$ cat config.mk
export PLATFORM = sky130hd
export DESIGN_NAME = bayer_mosaic_src
export DESIGN_NICKNAME = d
export VERILOG_FILES = /design/src/rtl/bayer_mosaic_src.sv
export SDC_FILE = /design/constraint.sdc
export NUM_CORES = 1
export LEC_CHECK = 0
export CAP_MARGIN = 0
export CORE_MARGIN = 2
export CORE_UTILIZATION = 40
export CTS_CLUSTER_DIAMETER = 120
export DETAILED_ROUTE_END_ITERATION = 16
export SLEW_MARGIN = 20
export SYNTH_ARGS = -nofsm -noshare
export SYNTH_HDL_FRONTEND = slang
export SYNTH_SLANG_ARGS = --single-unit
$ cat constraint.sdc
create_clock -name clk -period 3.5 [get_ports clk]
set_clock_uncertainty 0.2 [all_clocks]
set_input_delay 0.35 -clock clk [delete_from_list [all_inputs] [get_ports clk]]
set_output_delay 0.35 -clock clk [all_outputs]
set_load 0.02 [all_outputs]
$ cat src/rtl/bayer_mosaic_src.sv
// bayer_mosaic_src: re-mosaics an RGB pixel stream into a GBRG Bayer RAW stream with row blanking and frame flush
module bayer_mosaic_src #(
    parameter int width = 320,
    parameter int height = 240,
    parameter int blankCycles = 16,
    parameter int fifoDepth = 32
) (
    input  logic       clk,
    input  logic       reset,
    input  logic       iValid,
    output logic       iReady,
    input  logic [7:0] iR,
    input  logic [7:0] iG,
    input  logic [7:0] iB,
    input  logic       iDownstreamDone,
    output logic       oValid,
    output logic [7:0] oData,
    output logic       oRowEnd,
    output logic       oFrameDone
);
    localparam int aw = $clog2(fifoDepth);
    localparam int cw = $clog2(width);
    localparam int rw = $clog2(height);
    localparam int bw = $clog2(blankCycles + 1);
    typedef enum logic [1:0] {ACTIVE, BLANK, FLUSH, DONE} state_t;
    state_t state, state_n;
    logic [23:0] mem [fifoDepth];
    logic [aw-1:0] wp, rp;
    logic [aw:0] cnt;
    logic [cw-1:0] col;
    logic [rw-1:0] row;
    logic [bw-1:0] bcnt;
    logic push, pop, last_col, last_row, row_step;
    logic [23:0] head;
    logic [7:0] sample, data_n;
    logic valid_n, row_end_n, done_n;
    assign iReady = !reset && cnt != (aw + 1)'(fifoDepth);
    assign push = iValid && iReady;
    assign pop = state == ACTIVE && cnt != '0;
    assign head = mem[rp];
    assign last_col = col == cw'(width - 1);
    assign last_row = row == rw'(height - 1);
    assign row_step = state == BLANK && bcnt == bw'(1);
    assign sample = row[0] ? (col[0] ? head[15:8] : head[23:16]) : (col[0] ? head[7:0] : head[15:8]);
    // fifo storage; pushes are accepted in every state
    always_ff @(posedge clk) begin
        if (push) mem[wp] <= {iR, iG, iB};
    end
    // fifo pointers and occupancy
    always_ff @(posedge clk) begin
        if (reset) begin
            wp <= '0;
            rp <= '0;
            cnt <= '0;
        end else begin
            wp <= wp + aw'(push);
            rp <= rp + aw'(pop);
            cnt <= cnt + (aw + 1)'(push) - (aw + 1)'(pop);
        end
    end
    // state register
    always_ff @(posedge clk) begin
        state <= reset ? ACTIVE : state_n;
    end
    // next-state: row end starts blanking, last blank of the frame starts the flush
    always_comb begin
        state_n = state;
        case (state)
            ACTIVE: state_n = (pop && last_col) ? BLANK : ACTIVE;
            BLANK: state_n = row_step ? (last_row ? FLUSH : ACTIVE) : BLANK;
            FLUSH: state_n = iDownstreamDone ? DONE : FLUSH;
            DONE: state_n = ACTIVE;
        endcase
    end
    // next output values, registered below so every output is a flop
    always_comb begin
        valid_n = pop || (state == FLUSH && !iDownstreamDone);
        data_n = pop ? sample : 8'd0;
        row_end_n = pop && last_col;
        done_n = state == DONE;
    end
    // output registers and raster counters
    always_ff @(posedge clk) begin
        if (reset) begin
            oValid <= 1'b0;
            oData <= 8'd0;
            oRowEnd <= 1'b0;
            oFrameDone <= 1'b0;
            col <= '0;
            row <= '0;
            bcnt <= '0;
        end else begin
            oValid <= valid_n;
            oData <= data_n;
            oRowEnd <= row_end_n;
            oFrameDone <= done_n;
            col <= (state == DONE || (pop && last_col)) ? '0 : col + cw'(pop);
            row <= state == DONE ? '0 : row + rw'(row_step && !last_row);
            bcnt <= (pop && last_col) ? bw'(blankCycles) : bcnt - bw'(state == BLANK);
        end
    end
endmodule
# After elaboration in Yosys (flattened, before gate mapping)
# Memories as Yosys holds them, arrays and structs flattened. A register that Yosys moved wholly into a read port is not among the register bits.
# Index checks and enable logic that the tools add are counted.
[word_totals] wordCells=58 memories=1 reg_bits=51 mem_bits_rw=768 input_bits=28 output_inout_bits=12
[memory_table] name="mem" words=32 word_bits=24 read_ports=1 rd_ports_with_merged_regs=1 write_ports=1 line_no="27" rtl="logic [23:0] mem [fifoDepth];"
[classes] eq_ne=7 n_reduce_logical=18 n_addsub=7 muxes=12 bitwise=1
[ops] operator="8-bit 2-to-1 mux" count=3
[ops] operator="5-bit by 1-bit adder with 5-bit output" count=2
[ops] operator="5-bit 2-to-1 mux" count=2
[ops] operator="9-bit by 1-bit adder with 9-bit output" count=1
[ops] operator="9-bit equality test (second input constant)" count=1
[ops] operator="8-bit by 1-bit adder with 8-bit output" count=1
[ops] operator="8-bit equality test (second input constant)" count=1
[ops] operator="2-bit one-hot mux with 4 select lines" count=1
[ops] operator="2-bit OR reduction" count=4
[ops] operator="1-bit logical AND" count=7
[ops] operator="6-bit by 1-bit adder with 6-bit output" count=1
[ops] operator="6-bit != test (second input constant)" count=1
[ops] operator="6-bit nonzero test" count=1
[ops] operator="6-bit by 1-bit subtractor with 6-bit output" count=1
[ops] operator="5-bit by 1-bit equality test with 1-bit output (second input constant)" count=1
[ops] operator="5-bit by 1-bit subtractor with 5-bit output" count=1
[ops] operator="2-bit equality test (second input constant)" count=2
[ops] operator="1-bit 2-to-1 mux" count=4
[ops] operator="2-bit 2-to-1 mux" count=2
[ops] operator="1-bit zero test" count=3
[ops] operator="2-bit by 1-bit equality test with 1-bit output (second input constant)" count=1
[ops] operator="2-bit zero test" count=1
[ops] operator="1-bit logical OR" count=2
[ops] operator="1-bit NOT" count=1

# Depth between registers and ports, before layout
[depth] word_depth=5 mapped_depth=14 depth_no_buf=14

# Worst setup path after synthesis
# OpenSTA, ideal clock, no wires.
[synth_path] path_type="reg2reg" from="register cnt[2]" to="memory mem[28][0], enable pin" setup_time_ns=0.405 stages_incl_launch_ff=9 path_slack_ns=0.067 arrival_time_ns=2.828 synth_period_minus_slack_ns=3.433 t_required_ns=2.895 n_path_buf=1 cell_sequence="dfxtp_1 -> inv_1 -> ha_1 -> nor3b_1 -> a21oi_1 -> nand2_1 -> or3_1 -> clkbuf_1 -> nor2_1"
[synth_via] elab_chain_len=5
[synth_lines] item="from (decl)" line_no="29" rtl="logic [aw:0] cnt;"
[synth_lines] item="from (signal assigned)" line_no="58" rtl="cnt <= cnt + (aw + 1)'(push) - (aw + 1)'(pop);"
[synth_lines] item="6-bit != test" line_no="37" rtl="assign iReady = !reset && cnt != (aw + 1)'(fifoDepth);"
[synth_lines] item="1-bit logical AND" line_no="37"
[synth_lines] item="net iReady" line_no="11" rtl="output logic iReady,"
[synth_lines] item="1-bit logical AND" line_no="38" rtl="assign push = iValid && iReady;"
[synth_lines] item="1-bit 2-to-1 mux" line_no="47" rtl="if (push) mem[wp] <= {iR, iG, iB};"
[synth_lines] item="1-bit 2-to-1 mux (implied by the code)" line_no="47"
[synth_lines] item="to (decl)" line_no="27"
# The timed path passes the listed nets, and every way through them passes these cells.

# Worst setup path in the final report
[layout_path] from="register cnt[2]" to="memory mem[5][0], enable pin"
[layout_via] elab_chain_len=5
[layout_lines] item="6-bit != test" line_no="37"
[layout_lines] item="1-bit logical AND" line_no="37"
[layout_lines] item="1-bit logical AND" line_no="38"
[layout_lines] item="1-bit 2-to-1 mux" line_no="47"
[layout_lines] item="1-bit 2-to-1 mux (implied by the code)" line_no="47"
# No other way between the ends.

==> impl_metrics.toml <==
[outcome]
status = "finished clean"

[worst_setup_path]
crit_path_start = "cnt[2]$_SDFF_PP0_"
path_max_fanout = 16
cp-end-kind = "flip-flop"
worst-r2r-setup-slack_ns = 0.34
crit_path_end = "mem[5][0]$_DFFE_PP_"
timing.rr.start = "cnt[2]$_SDFF_PP0_"
crit_arrival_ns = 3.27
required_ns = 3.61
crit_type = "reg2reg"
r2r_end = "mem[5][0]$_DFFE_PP_"
rr_worst_depth = 9
startpoint_type = "flip-flop"

[power]
vdd_drop_max_uv = 407.6
leakage_uw = 0.01156
power_density_mw_per_mm2 = 681.5

[drt]
drc = 0
viasPerCell = 5.560
drtPass1Iterations = 5
ant_nets = 0
wl_per_cell_um = 26.56
drt-total-wl_mm = 74.43
drt_iter0_markers = 1619
vias = 15580

[logic_synthesis]
yosysUniqueCellTypes = 49
ys.flop_type = "edfxtp_1"
yosysWarnings = 0
ys_seq_elements = 819
yosysSeqAreaShare_pct = 76.32
avgSynthCellArea_um2 = 20.24
synth_cells = 1559
async_reset_ff_share_pct = 0
netlist_area_mm2 = 0.03155
synth_edf_count = 768
synth_fp_nets = 1607

[finish]
fin_nets = 1742
multi_input_area_mm2 = 0.007158
diodes = 0
fillers = 6341
layout_commonest_cell = "edfxtp_1"
area_delta_synth_final_pct = 16.13
seqCellArea_mm2 = 0.02409
drive_gt1_share_pct = 23.67
final_cell_mix = "edfxtp_1 (768), mux4_2 (148), clkbuf_16 (82)"

[global_routing]
antenna_found_initial = 2
grtUsageTotal_pct = 18.47
grt_max_degree = 67
grt_pass1_wl_mm = 109.4
grt_pass1_vias = 16086
grt_overflow = 0

[clocking]
postCtsSetupRepairBufs = 0
ctsHoldBuffers = 0
clk_path_buf_depth = 3
root_buffer = "clkbuf_16"
cts_tree = "yes"
clk_latency_ns = 0.64
clk_pin_slew_ns = 0.06
cts_made_buffers = 82
cts_htree_levels = 3
cts_sinks = 819
cts-resized-gates = 0

[sta]
drv_slew = 0
fin_ws_ns = 0.3421
setup_viol = 0
rsz0062_at_grt = "false"
worst_slew_pin_slew_ns = 1.074
fmax_mhz = 316.7
fin_tns_setup_ns = 0
hold_violations = 0
timing.slew.headroom_pct = 28.17
period_needed_ns = 3.158
fin_crit_sh_pct = 90.22

[die]
core-area_mm2 = 0.07772
die_area_mm2 = 0.08115
std_cell_rows = 102
die_h_um = 284.9
start_util_pct = 40.60
fp.dieW_um = 284.9
boundaryPins = 40

[flow_run]
drv_cap = 0

[placed_design]
gp_congestion = 0.7605
dpl_worst_slack_ns = 0.3677
portBuffers = 39
post-dp-hpwl_mm = 44.07

[min_path]
worst_hold_path.num_cells = 1
hp-start = "iG[0]"
worstHoldPathType = "in2reg"
## kinds of logic after synthesis
group	Yosys count	synth area share, %
multiplexers	231	13.45
XOR/XNOR	25	0.6939
adder cells (fa/ha/maj)	20	0.8169
flip-flops	819	76.32
buffers and inverters	97	1.788
AO/OA/AOI/OAI	183	4.183
AND/OR/NAND/NOR	184	2.740
## layer usage
metal | routed length [um] | part of all wire (%) | GRT usage (%) | vias to the layer above
li1 | - | - | - | 6717
met1 | 30330 | 41 | 24.37 | 8263
met2 | 36810 | 49 | 30.49 | 507
met3 | 5407 | 7.3 | 4.272 | 89
met4 | 1857 | 2.5 | 5.803 | 4
met5 | 23 | 0.031 | 0 | -
## through the flow
step	power, uW	util [%]	instances	hold slack (ns)	cell area (um^2)
floorplan	15070	-	1559	0.2489	31550
global placement	16400	43.72	2650	0.2710	33980
detailed placement	16440	43.72	2650	0.2863	33980
CTS	25260	47.25	2802	0.2142	36720
global route	25970	47.15	2802	0.03702	36640
finish	24970	47.15	2802	0.01442	36640
## final cells by class
type / count / share of cell area [%]
clock buffer: 108 / 5.975
clock inverter: 44 / 1.509
inverter: 14 / 0.1434
multi-input combinational: 643 / 19.53
sequential: 819 / 65.74
tap: 1040 / 3.551
timing repair buffer: 134 / 3.544
## report_power, final
part / total, uW / internal [uW] / switching [uW]
registers: 11100 / 10900 / 232
logic: 5050 / 2540 / 2510
clock network: 8830 / 5090 / 3740
total: 25000 / 18500 / 6480
## worst max-delay path, cell delays in order, from the launching register on
cell     delay (ns)
dfxtp_1        0.33
inv_1          0.07
ha_1           0.19
nor3b_1        0.15
a21oi_1        0.21
nand2_1        0.26
nor2_1         0.16
nand2_1        0.42
nor2_4         0.59
buf_12         0.25
## how the worst min path moves through the flow
stage,slack (ns),endpoint
floorplan,0.25,mem[0][0]$_DFFE_PP_
global placement,0.27,row[7]$_SDFF_PP0_
detailed placement,0.29,row[7]$_SDFF_PP0_
CTS,0.21,oValid$_SDFF_PP0_
global route,0.04,mem[26][16]$_DFFE_PP_
finish,0.01,mem[16][8]$_DFFE_PP_
## Yosys cell counts (6+ instances only)
cell	instances	area [um^2]
a211oi_1	35	262.8
a211o_1	11	96.34
o221ai_1	16	140.1
ha_1	19	237.7
o21ai_0	11	55.05
o22ai_1	15	93.84
buf_1	11	41.29
nand3_1	17	85.08
a22o_1	15	131.4
xor2_1	14	122.6
nor2_1	82	307.8
nand2_1	33	123.9
xnor2_1	11	96.34
a21oi_1	27	135.1
inv_1	14	52.55
nor2b_1	20	125.1
buf_4	6	45.04
buf_6	16	180.2
mux4_2	148	3333
clkbuf_1	36	135.1
edfxtp_1	768	23060
mux2i_1	78	780.8
dfxtp_1	51	1021
a22oi_1	42	315.3
buf_2	11	55.05
## state kept, by name, summed over array words and instances, names as in the netlist, named ones only
name        flops
oFrameDone      1
row             8
oRowEnd         1
col             9
rp              5
oValid          1
cnt             6
bcnt            5
state           1
mem           768
oData           8
wp              5
No activity file was read; power rests on OpenSTA's default activity.
